==> src/rtl/fib_fir_mac.sv <==
// Serial-MAC FIR filter behind the Fibonacci generator: one shared multiplier, valid/ready on both sides.
// Optional build macro FIB_FIR_SAT_EN: saturate the shifted accumulator to DATA_W bits instead of wrapping.
module fib_fir_mac #(
   parameter int unsigned             DATA_W  = 16,
   parameter int unsigned             TAPS    = 4,
   parameter int unsigned             COEFF_W = 8,
   parameter logic [TAPS*COEFF_W-1:0] COEFFS  = 32'h01010101,
   parameter int unsigned             SHIFT   = 0
) (
   input  logic              clk,
   input  logic              rst_n,
   input  logic [DATA_W-1:0] in_data,
   input  logic              in_valid,
   output logic              in_ready,
   output logic [DATA_W-1:0] out_data,
   output logic              out_valid,
   input  logic              out_ready
);

   localparam int unsigned IDX_W  = $clog2(TAPS);
   localparam int unsigned PROD_W = DATA_W + COEFF_W;
   localparam int unsigned ACC_W  = DATA_W + COEFF_W + $clog2(TAPS);

   typedef enum logic [1:0] {IDLE, MAC, OUT} state_t;

   state_t             state;
   logic [IDX_W-1:0]   idx;
   logic [ACC_W-1:0]   acc;
   logic [DATA_W-1:0]  x [TAPS];
   logic [COEFF_W-1:0] h [TAPS];
   logic [PROD_W-1:0]  prod_c;
   logic [ACC_W-1:0]   sum_c;
   logic [DATA_W-1:0]  red_c;

   for (genvar k = 0; k < TAPS; k++) begin : g_coef
      assign h[k] = COEFFS[k*COEFF_W +: COEFF_W];
   end

   // Single time-shared multiplier walking the taps
   assign prod_c = PROD_W'(h[idx]) * PROD_W'(x[idx]);
   assign sum_c  = acc + ACC_W'(prod_c);

`ifdef FIB_FIR_SAT_EN
   logic [ACC_W-1:0] shifted_c;
   assign shifted_c = sum_c >> SHIFT;
   assign red_c     = (|shifted_c[ACC_W-1:DATA_W]) ? {DATA_W{1'b1}} : shifted_c[DATA_W-1:0];
`else
   assign red_c = DATA_W'(sum_c >> SHIFT);
`endif

   always_ff @(posedge clk or negedge rst_n) begin
      if (!rst_n) begin
         state     <= IDLE;
         in_ready  <= 1'b1;
         out_valid <= 1'b0;
         out_data  <= '0;
         acc       <= '0;
         idx       <= '0;
         for (int k = 0; k < TAPS; k++) x[k] <= '0;
      end else begin
         case (state)
            IDLE: begin
               if (in_valid) begin
                  x[0] <= in_data;
                  for (int k = 1; k < TAPS; k++) x[k] <= x[k-1];
                  acc      <= '0;
                  idx      <= '0;
                  in_ready <= 1'b0;
                  state    <= MAC;
               end
            end
            MAC: begin
               acc <= sum_c;
               if (idx == IDX_W'(TAPS - 1)) begin
                  out_data  <= red_c;
                  out_valid <= 1'b1;
                  state     <= OUT;
               end else begin
                  idx <= idx + IDX_W'(1);
               end
            end
            OUT: begin
               if (out_ready) begin
                  out_valid <= 1'b0;
                  in_ready  <= 1'b1;
                  state     <= IDLE;
               end
            end
            default: begin
               state    <= IDLE;
               in_ready <= 1'b1;
            end
         endcase
      end
   end

endmodule
==> config.mk <==
export PLATFORM = sky130hd
export DESIGN_NAME = fib_fir_mac
export DESIGN_NICKNAME = d
export VERILOG_FILES = /design/src/rtl/fib_fir_mac.sv
export SDC_FILE = /design/constraint.sdc
export NUM_CORES = 1
export LEC_CHECK = 0
export CAP_MARGIN = 40
export CORE_MARGIN = 2
export CORE_UTILIZATION = 45
export CTS_CLUSTER_DIAMETER = 40
export DETAILED_ROUTE_END_ITERATION = 10
export PLACE_DENSITY = 0.6
export SYNTH_ARGS = -nofsm -noshare
export SYNTH_HDL_FRONTEND = slang
export SYNTH_SLANG_ARGS = --single-unit
==> constraint.sdc <==
create_clock -name clk -period 6.14 [get_ports clk]
set_input_delay 1.228 -clock clk [delete_from_list [all_inputs] [get_ports clk]]
set_output_delay 1.228 -clock clk [all_outputs]
set_load 0.05 [all_outputs]
==> results of run 1 <==
[final cells by class]
type | count | area (sq um)
timing repair buffer | 43 | 427.9
multi-input combinational | 433 | 2749
inverter | 5 | 18.77
clock buffer | 9 | 225.2
tap | 147 | 183.9
fill | 1089 | 5680
clock inverter | 7 | 72.57
sequential | 102 | 2554
[worst max path at each step]
| stage | from | to | slack (ns) |
|---|---|---|---|
| 2_1_floorplan | idx[0] | acc[14] | 2.44 |
| 3_3_place_gp | idx[0] | acc[11] | 1.96 |
| 3_5_place_dp | idx[0] | acc[11] | 1.89 |
| 4_1_cts | idx[0] | acc[11] | 1.88 |
| 5_1_grt | idx[0] | out_data[11] | 1.59 |
| 6_report | idx[0] | acc[11] | 1.93 |
[cells by family (layout without fill, tap and decap cells)]
kind of cell / after synthesis / in the layout / share of synthesized area (%)
mux: 19 / 19 / 7.471
fa+ha+maj: 56 / 56 / 13.01
flops: 102 / 102 / 46.92
buf+inv: 35 / 64 / 2.712
xor+xnor: 11 / 11 / 1.770
compound gates: 59 / 59 / 6.529
simple gates: 288 / 288 / 21.59
[cells in the mapped netlist, drive strengths merged, types with 4 or more instances]
library cell	number	share of area [%]
inv	5	0.34
nor2	12	0.83
o211ai	5	0.69
clkbuf	19	1.3
o21ai	27	2.5
nand2	235	16
dfrtp	101	46
buf	11	1.0
nand3	14	1.3
xnor2	5	0.80
nand2b	4	0.46
ha	55	13
nor3	6	0.55
mux4	16	6.9
and4	4	0.64
a21oi	12	1.1
xor2	6	0.97
[critical path, cell delays in order (launching register included)]
cell and delay, ns:
dfrtp_1 0.67, buf_4 0.32, mux4_1 0.58, ha_1 0.30, ha_1 0.31, ha_1 0.28
ha_1 0.18, inv_1 0.06, fa_1 0.38, nand2b_1 0.18, a21o_1 0.19, a21oi_1 0.33
xnor2_1 0.18, o21ai_0 0.09
[cell usage in the layout, fill, tap and decap left out, types with 2 or more instances in the layout]
| cell | n |
|---|---|
| and3_1 | 2 |
| inv_6 | 2 |
| nand3_1 | 14 |
| nand4_1 | 2 |
| xor2_1 | 6 |
| clkbuf_16 | 9 |
| or4_1 | 2 |
| ha_1 | 55 |
| inv_1 | 5 |
| mux4_2 | 12 |
| a21o_1 | 2 |
| and4_1 | 4 |
| nor3_1 | 6 |
| a211oi_1 | 2 |
| o311a_1 | 2 |
| buf_4 | 5 |
| or3_1 | 2 |
| o211ai_1 | 5 |
| o21ai_0 | 27 |
| a21oi_1 | 12 |
| nand2b_1 | 4 |
| nor2_1 | 11 |
| clkdlybuf4s50_1 | 36 |
| nand2_1 | 235 |
| mux2i_1 | 2 |
| buf_8 | 2 |
| mux4_1 | 4 |
| clkinvlp_4 | 2 |
| clkinv_2 | 2 |
| xnor2_1 | 5 |
| dfrtp_1 | 101 |
[through the flow]
step           setup slack (ns)  cell area, sq um
4_1_cts                   1.876              6231
3_5_place_dp              1.891              5933
3_3_place_gp              1.962              5903
5_1_grt                   1.586              6231
2_1_floorplan             2.440              5443
6_report                  1.932              6231
[state kept, by name (all words and copies together) (netlist names)]
| signal | cells |
|---|---|
| state | 2 |
| in_ready | 1 |
| idx | 2 |
| out_data | 16 |
| out_valid | 1 |
| acc | 16 |
| x | 64 |
[routing by layer]
| layer | vias to the layer above | global-route usage [%] | part of all wire (%) |
|---|---|---|---|
| met4 | 0 | 5.610 | 1.0 |
| li1 | 1975 | - | - |
| met2 | 64 | 28.33 | 45 |
| met3 | 9 | 3.666 | 3.4 |
| met5 | - | 0 | 0 |
| met1 | 1903 | 26.46 | 50 |
==> run metrics, run 1 <==
status=finished, final reports clean; core area=~12000 sq um; Ant. Diodes=0; clock root buffer=clkbuf_16; Placer Congestion=0.8243; Die Y=between 100 and 150 um; Yosys reg bits=102; Hold Crit Depth=2; WL per Instance=about 15 um; start point of the worst hold path=out_data[1]; number of flops mapped to enable cells by yosys=0; clock buffer depth=2; total gr overflow=0; Setup Fix Bufs, Post-CTS=0; Vias=between 3000 and 4000; Synth Instances=570; Crit path required time=about 6.4 ns; Max Clock Freq=0.2376 GHz; final setup vio count=0; Post-Syn Area=between 5000 and 6000 sq um; Post-CTS Resized=0; die width=around 110 um; hpwl dp=7516 um; reg-to-reg endpoint=acc[11]; vias per cell=5.296; Cell variety after synth=46; placed cells=730; CP max FO=10; Layout area overhead=14.48%; WP data arrival=4.42 ns; clock skew=~0.007 ns; largest net degree at the start of global routing=69; non-filler cells, final=between 700 and 800; layout cell share with drive strength beyond 1=6.511%; WS Path Type=flop to flop; vias in the first global route=around 3800; Syn Nets=646; Port Buf Inserts=37; clk slew on worst S/H paths=0.07 ns; Core Util, Final=between 50% and 60%; Fin. Hold Viols=0; Hold EP=out_data[1]; fin. max-slew vios=0; setup tns final=0 ns; sequential area share after synthesis=46.92%; Total GRT Usage=about 18%; H-tree Lvls=3; reg2reg start=idx[0]; clock insertion delay at the later pin of the skew report=between 0.3 and 0.4 ns; DR iter-0 viols=around 310; fraction of registers with async set/reset=100.0%; die area=roughly 13000 sq um; Syn. warnings=0; Worst Hold Class=flop to flop; Worst Hold Slack=~0.47 ns; Max Cap Viol=0; starting density of the core=between 40% and 50%; final layout net count=between 600 and 700; clock sinks=102; Most used DFF post-synth=dfrtp_1; cells on worst reg2reg path=13; R2R Setup Slk=just under 2 ns; syn_area_per_cell=approximately 9.5 sq um; initial antenna violation count=0; Worst slew margin=43.20%; DRC viols=0; TritonCTS clock tree=yes; Final period util=between 60% and 70%; worst slew pin tran=0.8503 ns; Site Rows=40; Worst setup EP type=flop; Worst Setup Start Kind=flop; antenna-violating nets left=0; RSZ-0062 raised after global routing=no; final WL=10970 um; CTS buffer count=9; minimum clock period after layout=about 4.2 ns; first-pass GRT wire length=18740 um; TritonRoute pass-1 iters=4; Hold-fix buffers, CTS=0; Top Ports=38
Power of run 1 is not shown: default switching activity piles up to over one toggle a cycle in this logic, so the estimate is an artifact.
==> run 2, diff against run 1 <==
==> constraint.sdc (replaced) <==
create_clock -name clk -period 4.18 [get_ports clk]
set_input_delay 0.836 -clock clk [delete_from_list [all_inputs] [get_ports clk]]
set_output_delay 0.836 -clock clk [all_outputs]
set_load 0.05 [all_outputs]
==> run metrics, run 2 (synthesis gave the netlist of run 1 again) <==
TritonCTS clock tree=yes; CP max FO=7 (-3); non-filler cells, final=755 (+1.2%); WL per Instance=14.76 um (+0.33%); final WL=11140 um (+1.5%); Max Clock Freq=0.2566 GHz (+8.0%); max reg flops=64 (unchanged); Setup Fix Bufs, Post-CTS=0 (unchanged); die area=12990 sq um (unchanged); Worst setup EP type=flop; setup tns final=0 ns (unchanged); Hold-fix buffers, CTS=0 (unchanged); Worst Setup Start Kind=flop; Layout area overhead=16.05%; first-pass GRT wire length=19010 um (+1.4%); WP data arrival=4.12 ns (-0.30 ns); starting density of the core=45.69% (unchanged); placed cells=739 (+1.2%); H-tree Lvls=3 (unchanged); Worst Hold Class=flop to flop; Port Buf Inserts=37 (unchanged); Site Rows=40 (unchanged); fin. max-slew vios=0 (unchanged); layout cell share with drive strength beyond 1=7.730% (+1.2 points); clock insertion delay at the later pin of the skew report=0.35 ns (about the same); final setup vio count=0 (unchanged); status=finished, final reports clean; setup ws final=0.2827 ns (-1.649 ns); post-route cell area=6316 sq um (+1.4%); Top Ports=38 (unchanged); Fin. Hold Viols=0 (unchanged); core area=11910 sq um (unchanged); TritonRoute pass-1 iters=4 (unchanged); WS Path Type=flop to flop; RSZ-0062 raised after global routing=no; final layout net count=679 (+1.3%); Vias=3962 (+0.28%); clock buffer depth=2 (unchanged); CTS buffer count=9 (unchanged); clock root buffer=clkbuf_16; Post-CTS Resized=0 (unchanged); Top Registers=x: 64 flops, acc: 16 flops, out_data: 16 flops; worst slew pin tran=0.6630 ns (-0.1873 ns); initial antenna violation count=0 (unchanged); DRC viols=0 (unchanged); vias in the first global route=3948 (+3.9%); Total GRT Usage=18.51% (+0.11 points); commonest cells after routing, fill and taps aside=nand2_1 (235), dfrtp_1 (101), ha_1 (55); hpwl dp=7904 um (+5.2%); Worst slew margin=55.69% (+12 points); Placer Congestion=0.8728 (+5.9%); Max Cap Viol=0 (unchanged); Die Y=114.0 um (unchanged); Top reg by flops=x; Crit path required time=4.40 ns (-1.95 ns); clock skew=0.007694 ns (+0.0007016 ns); largest net degree at the start of global routing=48 (-30%); total gr overflow=0 (unchanged); Ant. Diodes=0 (unchanged); Placement Setup Slack=0.3294 ns (-1.561 ns); antenna-violating nets left=0 (unchanged); minimum clock period after layout=3.897 ns (-0.3107 ns); clk slew on worst S/H paths=0.07 ns (about the same); Final period util=93.24% (+25 points); die width=114.0 um (unchanged); most common cell after layout, fill and taps aside=nand2_1; post-placement cell area=6018 sq um (+1.4%); clock sinks=102 (unchanged); DR iter-0 viols=231 (-26%); vias per cell=5.248 (-0.92%)
-- run 2: final timing paths --
kind / from / end / slack (ns) / cells past startpoint
max: idx[0] / acc[13] / 0.28 / 13
min: x[5] / x[5] / 0.47 / 2
max reg2reg: idx[0] / acc[13] / 0.28 / 13
min reg2reg: x[5] / x[5] / 0.47 / 2
max in group asynchronous: rst_n / x[2] / 2.86 / 2
min in group asynchronous: rst_n / out_data[6] / 0.49 / 1
-- run 2: area by class of cell --
type                    instances  area (sq um)
repair buffers                 52         513.0
fillers                      1055          5595
clock buffers                  14         284.0
inverters                       5         18.77
multi-input cells             433          2749
clock inverters                 2         13.76
well taps                     147         183.9
flip-flops and latches        102          2554
-- run 2: metrics by stage --
stage          hold WS, ns  utilization (%)
3_5_place_dp        0.4582            50.53
3_3_place_gp        0.4506            50.13
6_report            0.4738            53.03
5_1_grt             0.4865            53.03
4_1_cts             0.4777            53.03
2_1_floorplan       0.4377                -
-- run 2: critical path, cell delays in order (launching register included) --
cell      delay, ns
dfrtp_1        0.52
mux4_1         0.61
ha_1           0.30
ha_1           0.30
ha_1           0.28
ha_1           0.20
inv_1          0.07
fa_1           0.41
nand2b_1       0.18
a21o_1         0.20
a21oi_1        0.29
buf_4          0.19
nand4b_1       0.11
nand3_1        0.11
-- run 2: per-layer routing --
| metal | share of wire (%) | track usage, % | up-vias |
|---|---|---|---|
| met2 | 45 | 28.06 | 61 |
| met3 | 2.4 | 3.135 | 17 |
| met4 | 2.0 | 7.724 | 0 |
| met5 | 0 | 0 | - |
| met1 | 51 | 26.47 | 1886 |
| li1 | - | - | 1998 |
Power of run 2 is left out for the same reason.
==> run 3, diff against run 2 <==
--- a/config.mk
+++ b/config.mk
@@ -11,6 +11,7 @@
 export CTS_CLUSTER_DIAMETER = 40
 export DETAILED_ROUTE_END_ITERATION = 10
 export PLACE_DENSITY = 0.6
+export SLEW_MARGIN = 20
 export SYNTH_ARGS = -nofsm -noshare
 export SYNTH_HDL_FRONTEND = slang
 export SYNTH_SLANG_ARGS = --single-unit
==> run metrics, run 3 (synthesis gave the netlist of run 1 again) <==
status=finished, final reports clean; Pint=between 3 and 4 mW; TritonCTS clock tree=yes; Layout area overhead=16.55%; Hold Crit Depth=2 (unchanged); clock skew=0.004577 ns (-0.003117 ns); final setup vio count=0 (unchanged); Worst setup EP type=flop; CP max FO=7 (unchanged); die width=114.0 um (unchanged); Top Registers=x: 64 flops, acc: 16 flops, out_data: 16 flops; setup ws final=0.3096 ns (+0.02691 ns); die area=12990 sq um (unchanged); final layout net count=679 (unchanged); Total GRT Usage=18.45% (-0.063 points); worst slew pin tran=0.6372 ns (-0.02585 ns); CTS buffer count=9 (unchanged); clock insertion delay at the later pin of the skew report=0.35 ns (about the same); core area=11910 sq um (unchanged); cells on worst reg2reg path=14 (+1); area of the multi-input gates=2749 sq um (unchanged); WL per Instance=14.79 um (+0.25%); vias per cell=5.316 (+1.3%); WS Path Type=flop to flop; initial antenna violation count=0 (unchanged); final WL=11150 um (+0.12%); net load switching power=2.576 mW; clock buffer depth=2 (unchanged); Fill cells=1075 (+1.9%); clock sinks=102 (unchanged); layout cell share with drive strength beyond 1=7.578% (-0.15 points); reg-to-reg endpoint=acc[13]; max incr delay on CP=0.53 ns (-0.08 ns); Die Y=114.0 um (unchanged); Hold EP=out_data[3]; fin. max-slew vios=0 (unchanged); Worst Hold Slack=0.4725 ns (-0.001362 ns); hpwl dp=7887 um (-0.22%); Ant. Diodes=0 (unchanged); sequential power share=slightly below 30%; clock root buffer=clkbuf_16; PwrDens=just over 900 nW/um^2; clk slew on worst S/H paths=0.07 ns (about the same); maximum vdd drop=around 0.31 mV; Comb power frac=approximately 55%; register area=2554 sq um (unchanged); DR iter-0 viols=219 (-5.2%); H-tree Lvls=3 (unchanged); RSZ-0062 raised after global routing=no; Placer Congestion=0.8728 (unchanged); Hold-fix buffers, CTS=0 (unchanged); Setup Fix Bufs, Post-CTS=0 (unchanged); CP most frequent cell=ha_1; Site Rows=40 (unchanged); Clk network pwr share=approximately 16%; DRC viols=0 (unchanged); placed cells=739 (unchanged); Critical Path Start=idx[0]; first-pass GRT wire length=18980 um (-0.18%); Port Buf Inserts=37 (unchanged); TritonRoute pass-1 iters=6 (+2); Placement Setup Slack=0.3429 ns (+0.01356 ns); Top Ports=38 (unchanged); Final period util=92.59% (-0.64 points); most common cell after layout, fill and taps aside=nand2_1; Max Cap Viol=0 (unchanged); Fin. Hold Viols=0 (unchanged); commonest cells after routing, fill and taps aside=nand2_1 (235), dfrtp_1 (101), ha_1 (55); starting density of the core=45.69% (unchanged); Post-CTS Resized=0 (unchanged); WP data arrival=4.10 ns (-0.02 ns); max reg flops=64 (unchanged); minimum clock period after layout=3.870 ns (-0.02691 ns); setup tns final=0 ns (unchanged); Worst Setup Start Kind=flop; Vias=4008 (+1.2%); Worst Hold Class=flop to flop; Max Clock Freq=0.2584 GHz (+0.70%); antenna-violating nets left=0 (unchanged); Worst slew margin=57.42% (+1.7 points); start point of the worst hold path=out_data[3]; LEAKAGE=roughly 3.2 nW; Top reg by flops=x; Sw Share=a little over two fifths; Slowest-stage cell, CP=dfrtp_1; largest net degree at the start of global routing=48 (unchanged); total gr overflow=0 (unchanged); non-filler cells, final=754 (-0.13%); CP cell instances=buf_4 -> mux4_2 -> ha_1 -> ha_1 -> ha_1 -> ha_1 -> inv_1 -> fa_1 -> nand2b_1 -> a21o_1 -> a21oi_1 -> buf_4 -> nand4b_1 -> nand3_1; R2R Setup Slk=0.31 ns (+0.03 ns); Crit path required time=4.41 ns (about the same); vias in the first global route=3905 (-1.1%); reg2reg start=idx[0]
==> run 3: cell count changes in the layout (fill, tap and decap cells not counted) <==
cell and delta:
buf_16 -1, clkinv_4 -1, clkbuf_8 -3, bufinv_16 +3, buf_8 +1
==> run 3: worst max path at each step <==
| stage | to | slack, ns | cells past startpoint |
|---|---|---|---|
| after floorplan | acc[14] | 0.48 | 12 |
| after global placement | acc[13] | 0.38 | 13 |
| after detailed placement | acc[13] | 0.34 | 14 |
| after CTS | acc[13] | 0.30 | 14 |
| after global routing | out_data[14] | 0.08 | 11 |
| final | acc[13] | 0.31 | 14 |
==> run 3: per-layer routing <==
metal	up-vias	GRT usage (%)	wire length [um]
met4	0	7.480	221
met2	79	27.70	4951
li1	1997	-	-
met1	1913	26.61	5570
met5	-	0	0
met3	19	3.241	410
==> run 3: critical path, delay by kind of cell (launching register included) <==
family | cells | cell delay [ns]
buffers and inverters | 3 | 0.46
adders and majority gates | 5 | 1.35
DFF | 1 | 0.53
muxes | 1 | 0.51
AOI/OAI and AO/OA | 2 | 0.48
and+or+nand+nor | 3 | 0.39
==> run 3: stage by stage <==
step           area [sq um]  utilization, %  total power [mW]
6_report               6344           53.26             5.930
4_1_cts                6344           53.26             5.981
2_1_floorplan          5443               -             4.084
5_1_grt                6344           53.26             6.478
3_3_place_gp           5971           50.13             4.861
3_5_place_dp           6006           50.42             4.982
==> run 3: area by class of cell <==
type | count | area share (%)
flip-flops and latches | 102 | 40.26
well taps | 147 | 2.899
multi-input cells | 433 | 43.33
clock buffers | 11 | 3.826
clock inverters | 4 | 1.499
inverters | 5 | 0.2959
repair buffers | 52 | 7.890
==> run 3: power by group through the flow <==
stage               Clock, mW  Sequential, mW  Combinational [mW]
floorplan                   0            1.87                2.21
global placement            0            1.73                3.13
detailed placement          0            1.74                3.24
CTS                     0.978            1.73                3.27
global route             1.02            1.78                3.67
finish                  0.958            1.73                3.24
No activity file was read; power rests on OpenSTA's default activity.
